$ cat config.mk
export PLATFORM = sky130hd
export DESIGN_NAME = blake_round_ctrl_flat
export DESIGN_NICKNAME = d
export VERILOG_FILES = /design/src/rtl/blake_pkg.sv /design/src/rtl/blake_round_ctrl_if.sv /design/src/rtl/blake_round_cnt.sv /design/src/rtl/blake_round_ctrl.sv /design/src/flat_wrapper.sv
export SDC_FILE = /design/constraint.sdc
export NUM_CORES = 1
export LEC_CHECK = 0
export ABC_AREA = 1
export ABC_CLOCK_PERIOD_IN_PS = 1500
export CAP_MARGIN = 20
export CORE_MARGIN = 2
export CORE_UTILIZATION = 38
export DETAILED_ROUTE_END_ITERATION = 8
export DONT_BUFFER_PORTS = 1
export GPL_TIMING_DRIVEN = 0
export PLACE_DENSITY = 0.61
export SLEW_MARGIN = 0
export SYNTH_ARGS = -nofsm -noshare
export SYNTH_HDL_FRONTEND = slang
export SYNTH_SLANG_ARGS = --single-unit
$ cat constraint.sdc
create_clock -name clk -period 1.5 [get_ports clk]
set_input_delay 0 -clock clk [delete_from_list [all_inputs] [get_ports clk]]
set_output_delay 0 -clock clk [all_outputs]
set_load 0.005 [all_outputs]
$ cat src/rtl/blake_pkg.sv
// Shared constants, FSM encoding and width helper for the Blake-512 round sequencer.
package blake_pkg;

  localparam int NUM_ROUNDS_512 = 16;
  localparam int SIGMA_MOD      = 10;

  typedef enum logic [2:0] {
    ST_IDLE  = 3'd0,
    ST_INIT  = 3'd1,
    ST_ROUND = 3'd2,
    ST_FINAL = 3'd3,
    ST_DONE  = 3'd4
  } ctrl_state_e;

  // A single-step round still needs a 1-bit step index.
  function automatic int step_width(input int steps);
    if (steps <= 1) begin
      return 1;
    end else begin
      return $clog2(steps);
    end
  endfunction

endpackage

$ cat src/rtl/blake_round_ctrl_if.sv
// Start/result handshake and round-sequencing bus between the controller and the 2G core.
interface blake_round_ctrl_if #(
  parameter int ROUND_W = 4,
  parameter int STEP_W  = 1
) ();

  logic               start_valid;
  logic               start_ready;
  logic               abort;
  logic               init_round;
  logic               round_ing;
  logic [ROUND_W-1:0] round_idx;
  logic [STEP_W-1:0]  step_idx;
  logic [3:0]         sigma_idx;
  logic               finalize;
  logic               out_valid;
  logic               out_ready;
  logic               busy;

  modport master (
    output start_valid, abort, out_ready,
    input  start_ready, init_round, round_ing, round_idx, step_idx,
           sigma_idx, finalize, out_valid, busy
  );

  modport slave (
    input  start_valid, abort, out_ready,
    output start_ready, init_round, round_ing, round_idx, step_idx,
           sigma_idx, finalize, out_valid, busy
  );

endinterface

$ cat src/rtl/blake_round_cnt.sv
// Step/round/sigma counter chain; sigma wraps with its own counter so no modulo is needed.
module blake_round_cnt #(
  parameter int NUM_ROUNDS      = 16,
  parameter int STEPS_PER_ROUND = 2,
  parameter int ROUND_W         = 4,
  parameter int SIGMA_MOD       = 10,
  parameter int STEP_W          = 1
) (
  input  logic               clk,
  input  logic               rstb,
  input  logic               clr,
  input  logic               adv,
  output logic [ROUND_W-1:0] round_idx,
  output logic [STEP_W-1:0]  step_idx,
  output logic [3:0]         sigma_idx,
  output logic               last_step
);

  logic [ROUND_W-1:0] round_r;
  logic [STEP_W-1:0]  step_r;
  logic [3:0]         sigma_r;
  logic               step_wrap_s;
  logic               last_step_s;

  // Detect the end of a round and the end of the whole compression.
  always_comb begin
    step_wrap_s = (step_r == STEP_W'(STEPS_PER_ROUND - 1));
    last_step_s = step_wrap_s && (round_r == ROUND_W'(NUM_ROUNDS - 1));
  end

  // Counter registers: clear dominates advance.
  always_ff @(posedge clk) begin
    if (rstb || clr) begin
      round_r <= '0;
      step_r  <= '0;
      sigma_r <= 4'd0;
    end else if (adv) begin
      if (step_wrap_s) begin
        step_r  <= '0;
        round_r <= round_r + ROUND_W'(1);
        sigma_r <= (sigma_r == 4'(SIGMA_MOD - 1)) ? 4'd0 : (sigma_r + 4'd1);
      end else begin
        step_r  <= step_r + STEP_W'(1);
      end
    end
  end

  assign round_idx = round_r;
  assign step_idx  = step_r;
  assign sigma_idx = sigma_r;
  assign last_step = last_step_s;

endmodule

$ cat src/rtl/blake_round_ctrl.sv
// Sequencer for one Blake-512 compression: init, NUM_ROUNDS x STEPS_PER_ROUND G-steps, finalize, result handshake.
module blake_round_ctrl #(
  parameter int NUM_ROUNDS      = blake_pkg::NUM_ROUNDS_512,
  parameter int STEPS_PER_ROUND = 2,
  parameter int ROUND_W         = 4,
  parameter int SIGMA_MOD       = blake_pkg::SIGMA_MOD
) (
  input  logic               clk,
  input  logic               rstb,
  blake_round_ctrl_if.slave  bus
);

  import blake_pkg::*;

  localparam int STEP_W = step_width(STEPS_PER_ROUND);

  ctrl_state_e state_r;
  ctrl_state_e state_s;
  logic        last_step_s;
  logic        cnt_clr_s;
  logic        cnt_adv_s;
  logic        start_ready_r;
  logic        init_round_r;
  logic        round_ing_r;
  logic        finalize_r;
  logic        out_valid_r;
  logic        busy_r;

  // Next-state selection; abort returns to IDLE from anywhere.
  always_comb begin
    state_s = state_r;
    if (bus.abort) begin
      state_s = ST_IDLE;
    end else begin
      case (state_r)
        ST_IDLE: begin
          if (bus.start_valid) state_s = ST_INIT;
          else                 state_s = ST_IDLE;
        end
        ST_INIT:  state_s = ST_ROUND;
        ST_ROUND: begin
          if (last_step_s) state_s = ST_FINAL;
          else             state_s = ST_ROUND;
        end
        ST_FINAL: state_s = ST_DONE;
        ST_DONE: begin
          if (bus.out_ready) state_s = ST_IDLE;
          else               state_s = ST_DONE;
        end
        default:  state_s = ST_IDLE;
      endcase
    end
  end

  // Counters only live while we stay in ROUND; leaving ROUND zeroes them.
  always_comb begin
    cnt_adv_s = (state_r == ST_ROUND);
    cnt_clr_s = (state_s != ST_ROUND);
  end

  // State register plus flopped outputs decoded from the next state.
  always_ff @(posedge clk) begin
    if (rstb) begin
      state_r       <= ST_IDLE;
      start_ready_r <= 1'b1;
      init_round_r  <= 1'b0;
      round_ing_r   <= 1'b0;
      finalize_r    <= 1'b0;
      out_valid_r   <= 1'b0;
      busy_r        <= 1'b0;
    end else begin
      state_r       <= state_s;
      start_ready_r <= (state_s == ST_IDLE);
      init_round_r  <= (state_s == ST_INIT);
      round_ing_r   <= (state_s == ST_ROUND);
      finalize_r    <= (state_s == ST_FINAL);
      out_valid_r   <= (state_s == ST_DONE);
      busy_r        <= (state_s != ST_IDLE);
    end
  end

  blake_round_cnt #(
    .NUM_ROUNDS      (NUM_ROUNDS),
    .STEPS_PER_ROUND (STEPS_PER_ROUND),
    .ROUND_W         (ROUND_W),
    .SIGMA_MOD       (SIGMA_MOD),
    .STEP_W          (STEP_W)
  ) u_cnt (
    .clk       (clk),
    .rstb      (rstb),
    .clr       (cnt_clr_s),
    .adv       (cnt_adv_s),
    .round_idx (bus.round_idx),
    .step_idx  (bus.step_idx),
    .sigma_idx (bus.sigma_idx),
    .last_step (last_step_s)
  );

  assign bus.start_ready = start_ready_r;
  assign bus.init_round  = init_round_r;
  assign bus.round_ing   = round_ing_r;
  assign bus.finalize    = finalize_r;
  assign bus.out_valid   = out_valid_r;
  assign bus.busy        = busy_r;

endmodule

$ cat src/flat_wrapper.sv
// flat-port wrapper written by rule: the top's interface ports become plain ports
module blake_round_ctrl_flat import blake_pkg::*;
#(
  parameter int NUM_ROUNDS      = blake_pkg::NUM_ROUNDS_512,
  parameter int STEPS_PER_ROUND = 2,
  parameter int ROUND_W         = 4,
  parameter int SIGMA_MOD       = blake_pkg::SIGMA_MOD
)
  (clk, rstb, bus_start_valid, bus_abort, bus_out_ready, bus_start_ready, bus_init_round, bus_round_ing, bus_round_idx, bus_step_idx, bus_sigma_idx, bus_finalize, bus_out_valid, bus_busy);
  blake_round_ctrl_if #(.ROUND_W(ROUND_W), .STEP_W(1)) bus_i ();
  input  logic clk;
  input  logic rstb;
  input wire logic [$bits(bus_i.start_valid)-1:0] bus_start_valid;
  input wire logic [$bits(bus_i.abort)-1:0] bus_abort;
  input wire logic [$bits(bus_i.out_ready)-1:0] bus_out_ready;
  output wire logic [$bits(bus_i.start_ready)-1:0] bus_start_ready;
  output wire logic [$bits(bus_i.init_round)-1:0] bus_init_round;
  output wire logic [$bits(bus_i.round_ing)-1:0] bus_round_ing;
  output wire logic [$bits(bus_i.round_idx)-1:0] bus_round_idx;
  output wire logic [$bits(bus_i.step_idx)-1:0] bus_step_idx;
  output wire logic [$bits(bus_i.sigma_idx)-1:0] bus_sigma_idx;
  output wire logic [$bits(bus_i.finalize)-1:0] bus_finalize;
  output wire logic [$bits(bus_i.out_valid)-1:0] bus_out_valid;
  output wire logic [$bits(bus_i.busy)-1:0] bus_busy;
  assign bus_i.start_valid = bus_start_valid;
  assign bus_i.abort = bus_abort;
  assign bus_i.out_ready = bus_out_ready;
  assign bus_start_ready = bus_i.start_ready;
  assign bus_init_round = bus_i.init_round;
  assign bus_round_ing = bus_i.round_ing;
  assign bus_round_idx = bus_i.round_idx;
  assign bus_step_idx = bus_i.step_idx;
  assign bus_sigma_idx = bus_i.sigma_idx;
  assign bus_finalize = bus_i.finalize;
  assign bus_out_valid = bus_i.out_valid;
  assign bus_busy = bus_i.busy;
  blake_round_ctrl #(.NUM_ROUNDS(NUM_ROUNDS), .STEPS_PER_ROUND(STEPS_PER_ROUND), .ROUND_W(ROUND_W), .SIGMA_MOD(SIGMA_MOD)) u_core (.clk(clk), .rstb(rstb), .bus(bus_i));
endmodule
After elaboration in Yosys (flattened, before gate mapping)
Index checks and enable logic that the tools add are counted.
{"block": "word_totals", "reg_bits": 18, "latch_bits": 0, "ramBits": 0, "romBits": 0, "in_bits": 5, "output_inout_bits": 15, "mem_count": 0}
{"block": "classes", "n_addsub": 3, "mul": 0, "n_div": 0, "n_lt_le_gt_ge": 0, "n_eq_ne": 11, "n_shift": 0, "mux": 7, "bitwise_logic": 0, "reduce_logical": 6}
{"op": "$pmux W3 S5", "count": 1}
{"op": "$eq A3 B2 Y1 const B", "count": 4}
{"op": "$add A4 B1 Y4 const B", "count": 2}
{"op": "$eq A4 B4 Y1 const B", "count": 2}
{"op": "$eq A3 B1 Y1 const B", "count": 2}
{"op": "$eq A3 B3 Y1 const B", "count": 2}
{"op": "$logic_not A3 Y1", "count": 2}
{"op": "$mux W3", "count": 2}
{"op": "$mux W4", "count": 1}
{"op": "$mux W1", "count": 3}
{"op": "$ne A3 B2 Y1 const B", "count": 1}
{"op": "$reduce_bool A3 Y1", "count": 1}
{"op": "$reduce_and A2 Y1", "count": 1}
{"op": "$add A1 B1 Y1 const B", "count": 1}
{"op": "$logic_and A1 B1 Y1", "count": 1}
{"op": "$logic_or A1 B1 Y1", "count": 1}

Depth between registers and ports, before layout
{"block": "depth", "word_depth": 7, "ltp_mapped": 8}

Modules after synthesis
A second synthesis with hierarchy kept.
{"block": "hier_totals", "cells_unflattened": 103, "area_unflattened_um2": 774.5}
{"module": "blake_round_cnt", "n_inst": 1, "cells_per_inst": 60, "area_each_um2": 441.7, "seq_area_each_um2": 180.2}
{"module": "blake_round_ctrl", "n_inst": 1, "cells_per_inst": 43, "area_each_um2": 332.8, "seq_area_each_um2": 180.2}

Worst setup path after synthesis
No wires, ideal clock.
{"block": "synth_timing", "kind": "register to register", "startpoint": "register u_core.u_cnt.round_r[0], in the netlist u_core.u_cnt.round_idx[0]", "endpoint": "register u_core.u_cnt.sigma_r[3], in the netlist u_core.u_cnt.sigma_idx[3]", "setup_ns": 0.114, "arrival_time_ns": 1.099, "required_time_ns": 1.386, "setup_slack_ns": 0.287, "path_stages_with_launch": 9, "path_buffers": 0, "period_less_slack_ns": 1.213, "cell_sequence": "dfxtp_1 ha_1 nand3_1 nor2_1 nand2_1 nand2_1 nand2_2 nand2_4 nor2_1"}
{"block": "synth_between", "elab_chain_len": 7}
{"item": "start: declaration", "line_no": "blake_round_cnt.sv:19", "source": "logic [ROUND_W-1:0] round_r;"}
{"item": "start signal: assignment", "line_no": "blake_round_cnt.sv:40", "source": "round_r <= round_r + ROUND_W'(1);"}
{"item": "$eq A4 B4 Y1", "line_no": "blake_round_cnt.sv:28", "source": "last_step_s = step_wrap_s && (round_r == ROUND_W'(NUM_ROUNDS - 1));"}
{"item": "$logic_and A1 B1 Y1", "line_no": "blake_round_cnt.sv:28"}
{"item": "$mux W1", "line_no": "blake_round_ctrl.sv:42", "source": "if (last_step_s) state_s = ST_FINAL;"}
{"item": "$pmux W3 S5", "line_no": "blake_round_ctrl.sv:35", "source": "case (state_r)"}
{"item": "$mux W3", "line_no": "blake_round_ctrl.sv:32", "source": "if (bus.abort) begin"}
{"item": "$ne A3 B2 Y1", "line_no": "blake_round_ctrl.sv:58", "source": "cnt_clr_s = (state_s != ST_ROUND);"}
{"item": "$logic_or A1 B1 Y1", "line_no": "blake_round_cnt.sv:33", "source": "if (rstb || clr) begin"}
{"item": "end signal: assignment", "line_no": "blake_round_cnt.sv:41", "source": "sigma_r <= (sigma_r == 4'(SIGMA_MOD - 1)) ? 4'd0 : (sigma_r + 4'd1);"}
{"item": "end: declaration", "line_no": "blake_round_cnt.sv:21", "source": "logic [3:0] sigma_r;"}
No other way between the ends.
A chain may end at the register's enable or synchronous reset.

Worst setup path in the final report
{"block": "layout_timing", "startpoint": "register u_core.state_r[1]", "endpoint": "register u_core.out_valid_r, in the netlist u_core.bus.out_valid"}
{"block": "layout_between", "elab_chain_len": 4, "word_cells_on_any_way": 8, "classes_between": "eq/ne (5); mux (2); reduce/logical (1)"}
{"item": "start: declaration", "line_no": "blake_round_ctrl.sv:17", "source": "ctrl_state_e state_r;"}
{"item": "start signal: assignment", "line_no": "blake_round_ctrl.sv:72", "source": "state_r <= state_s;"}
{"item": "$eq A3 B3 Y1, or another cell as far along", "line_no": "blake_round_ctrl.sv:35"}
{"item": "$pmux W3 S5 *", "line_no": "blake_round_ctrl.sv:35"}
{"item": "$mux W3 *", "line_no": "blake_round_ctrl.sv:32"}
{"item": "$eq A3 B3 Y1 *", "line_no": "blake_round_ctrl.sv:77", "source": "out_valid_r <= (state_s == ST_DONE);"}
{"item": "end signal: assignment", "line_no": "blake_round_ctrl.sv:77"}
{"item": "end: declaration", "line_no": "blake_round_ctrl.sv:26", "source": "logic out_valid_r;"}
Every way passes the cells marked *; elsewhere a longest branch is shown, timed or not.

==> results.py <==
metrics = {
    "timing": {
        "finalSetupViolations": 0,
        "worstMarginPinSlew_ns": 0.274,
        "slew_violations": 0,
        "fin_tns_setup_ns": 0,
        "min_period_ns": 1.39,
        "min_period_over_period_pct": 92.6,
        "slew_headroom_pct": 81.7,
        "finClkSkew_ns": 0.00269,
        "hold_viol_final": 0,
        "rsz0062_at_grt": "no",
        "worst_slack_ns": 0.110,
        "fmax_mhz": 720,
    },
    "pwr": {
        "ir_worst_vdd_uv": 432,
        "seqPwrFrac_pct": 65.1,
        "powerDensity_nw_per_um2": 818,
        "p_clk_share_pct": 30.1,
        "p_int_mw": 0.591,
        "p_comb_share_pct": 4.7,
        "p_sw_mw": 0.159,
        "power.total_mw": 0.750,
        "swShare_pct": 21.2,
        "p_leak_nw": 0.403,
    },
    "clocking": {
        "clkTransAtPathRegs_ns": 0.09,
        "clock_latency_ns": 0.28,
        "cts_buffer_depth": 2,
        "clock_sinks": 18,
        "root_buffer": "clkbuf_4",
        "cts_tree": "built",
        "htreeDepth": 1,
        "numCtsBuffers": 3,
    },
    "floorplan": {
        "initial_core_util_pct": 40.9,
        "die_area_um2": 2540,
        "fp.coreArea_um2": 2000,
        "die_h_um": 50.4,
        "die_x_um": 50.4,
        "fp-row-count": 16,
        "io_pins": 20,
    },
    "drt": {
        "routed_wl_um": 1430,
        "first_pass_iters": 3,
        "antenna_left": 0,
        "vias": 680,
        "route.detailed.wl_per_inst_um": 9.55,
        "post_drt_via_cell_ratio": 4.53,
        "drc": 0,
        "drt-initial-drc-count": 7,
    },
    "global_routing": {
        "grt_usage_pct": 13.2,
        "grt_overflow": 0,
        "antenna_found_initial": 0,
        "grt_pass1_wl_um": 2650,
        "grt_max_degree": 11,
        "grt_pass1_vias": 645,
    },
    "logic_synthesis": {
        "ys.flop_type": "dfxtp_1",
        "yosysSeqAreaShare_pct": 44.0,
        "yosys.area.top_type": "dfxtp_1",
        "synth_cell_types": 17,
        "yosysWarnings": 0,
        "synth_top_cells_by_area": "dfxtp_1, nand2_1, nor2_1",
        "syn_inst": 116,
        "syn-num-nets": 122,
        "synth_area_um2": 818,
        "yosysTopAreaCellShare_pct": 44.0,
        "async_reset_ff_share_pct": 0,
        "ys_ff_latch": 18,
        "avgSynthCellArea_um2": 7.05,
        "synth_edf_count": 0,
    },
    "critical_path": {
        "arrival_ns": 1.56,
        "crit_family": "buffers and inverters",
        "cp_cell_sequence": "nor2_1 -> o21ai_1 -> nor3_1 -> dlygate4sd3_1",
        "crit_type": "register to register",
        "max_stage_delay_ns": 0.56,
        "cp_data_required_time_ns": 1.68,
        "critical_path.endpoint_type": "register",
        "crit_path_max_fanout": 3,
        "cp-start-kind": "register",
        "path_buf_inv": 1,
        "slowest_stage": "dlygate4sd3_1",
    },
    "final_layout": {
        "final_layout_size_suffix_gt1_share_pct": 11.4,
        "area_growth_pct": 12.1,
        "finish.utilization_pct": 45.8,
        "fin_area_um2": 917,
        "nNetsFinal": 131,
        "antennaDiodeCount": 0,
    },
    "placed_design": {
        "placed_cell_area_um2": 852,
        "place_congestion": 0.743,
        "port_buffers": 0,
        "post-dp-hpwl_um": 1090,
        "pre_cts_ws_ns": 0.114,
    },
    "job": {
        "drv_cap": 0,
    },
    "status": {
        "status": "finished, final reports clean",
    },
    "hold_path": {
        "hold_path_class": "primary input to register",
    },
}
==> flip-flops by register name (all words and copies together), names as in the netlist <==
register,flops
u_core.bus.round_ing,1
u_core.bus.start_ready,1
u_core.u_cnt.round_idx,4
u_core.state_r,3
u_core.u_cnt.sigma_idx,4
u_core.bus.busy,1
u_core.bus.out_valid,1
u_core.bus.init_round,1
u_core.u_cnt.step_idx,1
u_core.bus.finalize,1
==> power groups by stage <==
stage / logic [mW] / clock network [mW] / registers (mW)
3_3_place_gp: 0.0259 / 0 / 0.500
3_5_place_dp: 0.0265 / 0 / 0.500
2_1_floorplan: 0.0227 / 0 / 0.499
4_1_cts: 0.0356 / 0.239 / 0.489
5_1_grt: 0.0402 / 0.251 / 0.490
6_report: 0.0355 / 0.226 / 0.489
==> cell type report <==
cell class / count / area [um^2]
clock buffer: 3 / 22.5
fill: 221 / 1080
inverter: 19 / 71.3
multi-input combinational: 79 / 387
sequential: 18 / 363
tap: 27 / 33.8
timing repair buffer: 4 / 40.0
==> Yosys cell counts, types with 4 or more instances <==
library cell	instances
dfxtp_1	18
inv_1	17
nand2_1	32
nand3_1	6
nor2_1	20
nor3_1	4
==> tightest hold or removal path, stage by stage <==
cell     delay, ns
nand3_1       0.06
nand2_1       0.07
nand3_1       0.09
inv_1         0.04
==> what timing repair did <==
action,in CTS,in global routing
hold buffers,4,0
endpoints found under the setup margin,0,11
endpoints found under the hold margin,18,0
gates resized for setup,0,2
buffers inserted,0,0
==> per-layer routing <==
layer / track usage, % / routed length, um / vias to the layer above
li1: - / - / 368
met5: 0 / 0 / -
met4: 4.05 / 0 / 0
met1: 16.1 / 682 / 298
met2: 22.1 / 678 / 14
met3: 4.17 / 72 / 0
==> worst paths after layout <==
path | slack [ns] | endpoint | from | cells past startpoint
worst max-delay path | 0.11 | u_core.bus.out_valid | u_core.state_r[1] | 4
worst min register to register | 0.57 | u_core.u_cnt.round_idx[1] | u_core.u_cnt.round_idx[1] | 4
worst min-delay path | 0.01 | u_core.state_r[0] | bus_start_valid | 4
worst max register to register | 0.11 | u_core.bus.out_valid | u_core.state_r[1] | 4
==> through the flow <==
step / hold slack [ns] / std cells
2_1_floorplan: 0.0783 / 116
3_3_place_gp: 0.0794 / 143
3_5_place_dp: 0.0807 / 143
4_1_cts: 0.00615 / 150
5_1_grt: 0.0410 / 150
6_report: 0.0119 / 150
==> cells in the final DEF, fill, tap and decap left out, drive strengths merged <==
master       Yosys  routed
nand2           35      35
nor2            22      22
inv             19      19
dfxtp           18      18
nand3            8       8
nor3             4       4
dlygate4sd3      0       4
clkbuf           0       3
o21ai            3       3
xnor2            2       2
nand4            2       2
xor2             2       2
ha               1       1
==> kinds of logic (layout without fill, tap and decap cells) <==
logic type	Yosys count	in the layout	synth area share (%)
compound gates	3	3	1.83
xor+xnor	4	4	4.28
flops	18	18	44.0
buf+inv	19	26	8.72
fa+ha+maj	1	1	1.53
simple gates	71	71	39.6
(Power assumes the default switching activity.)
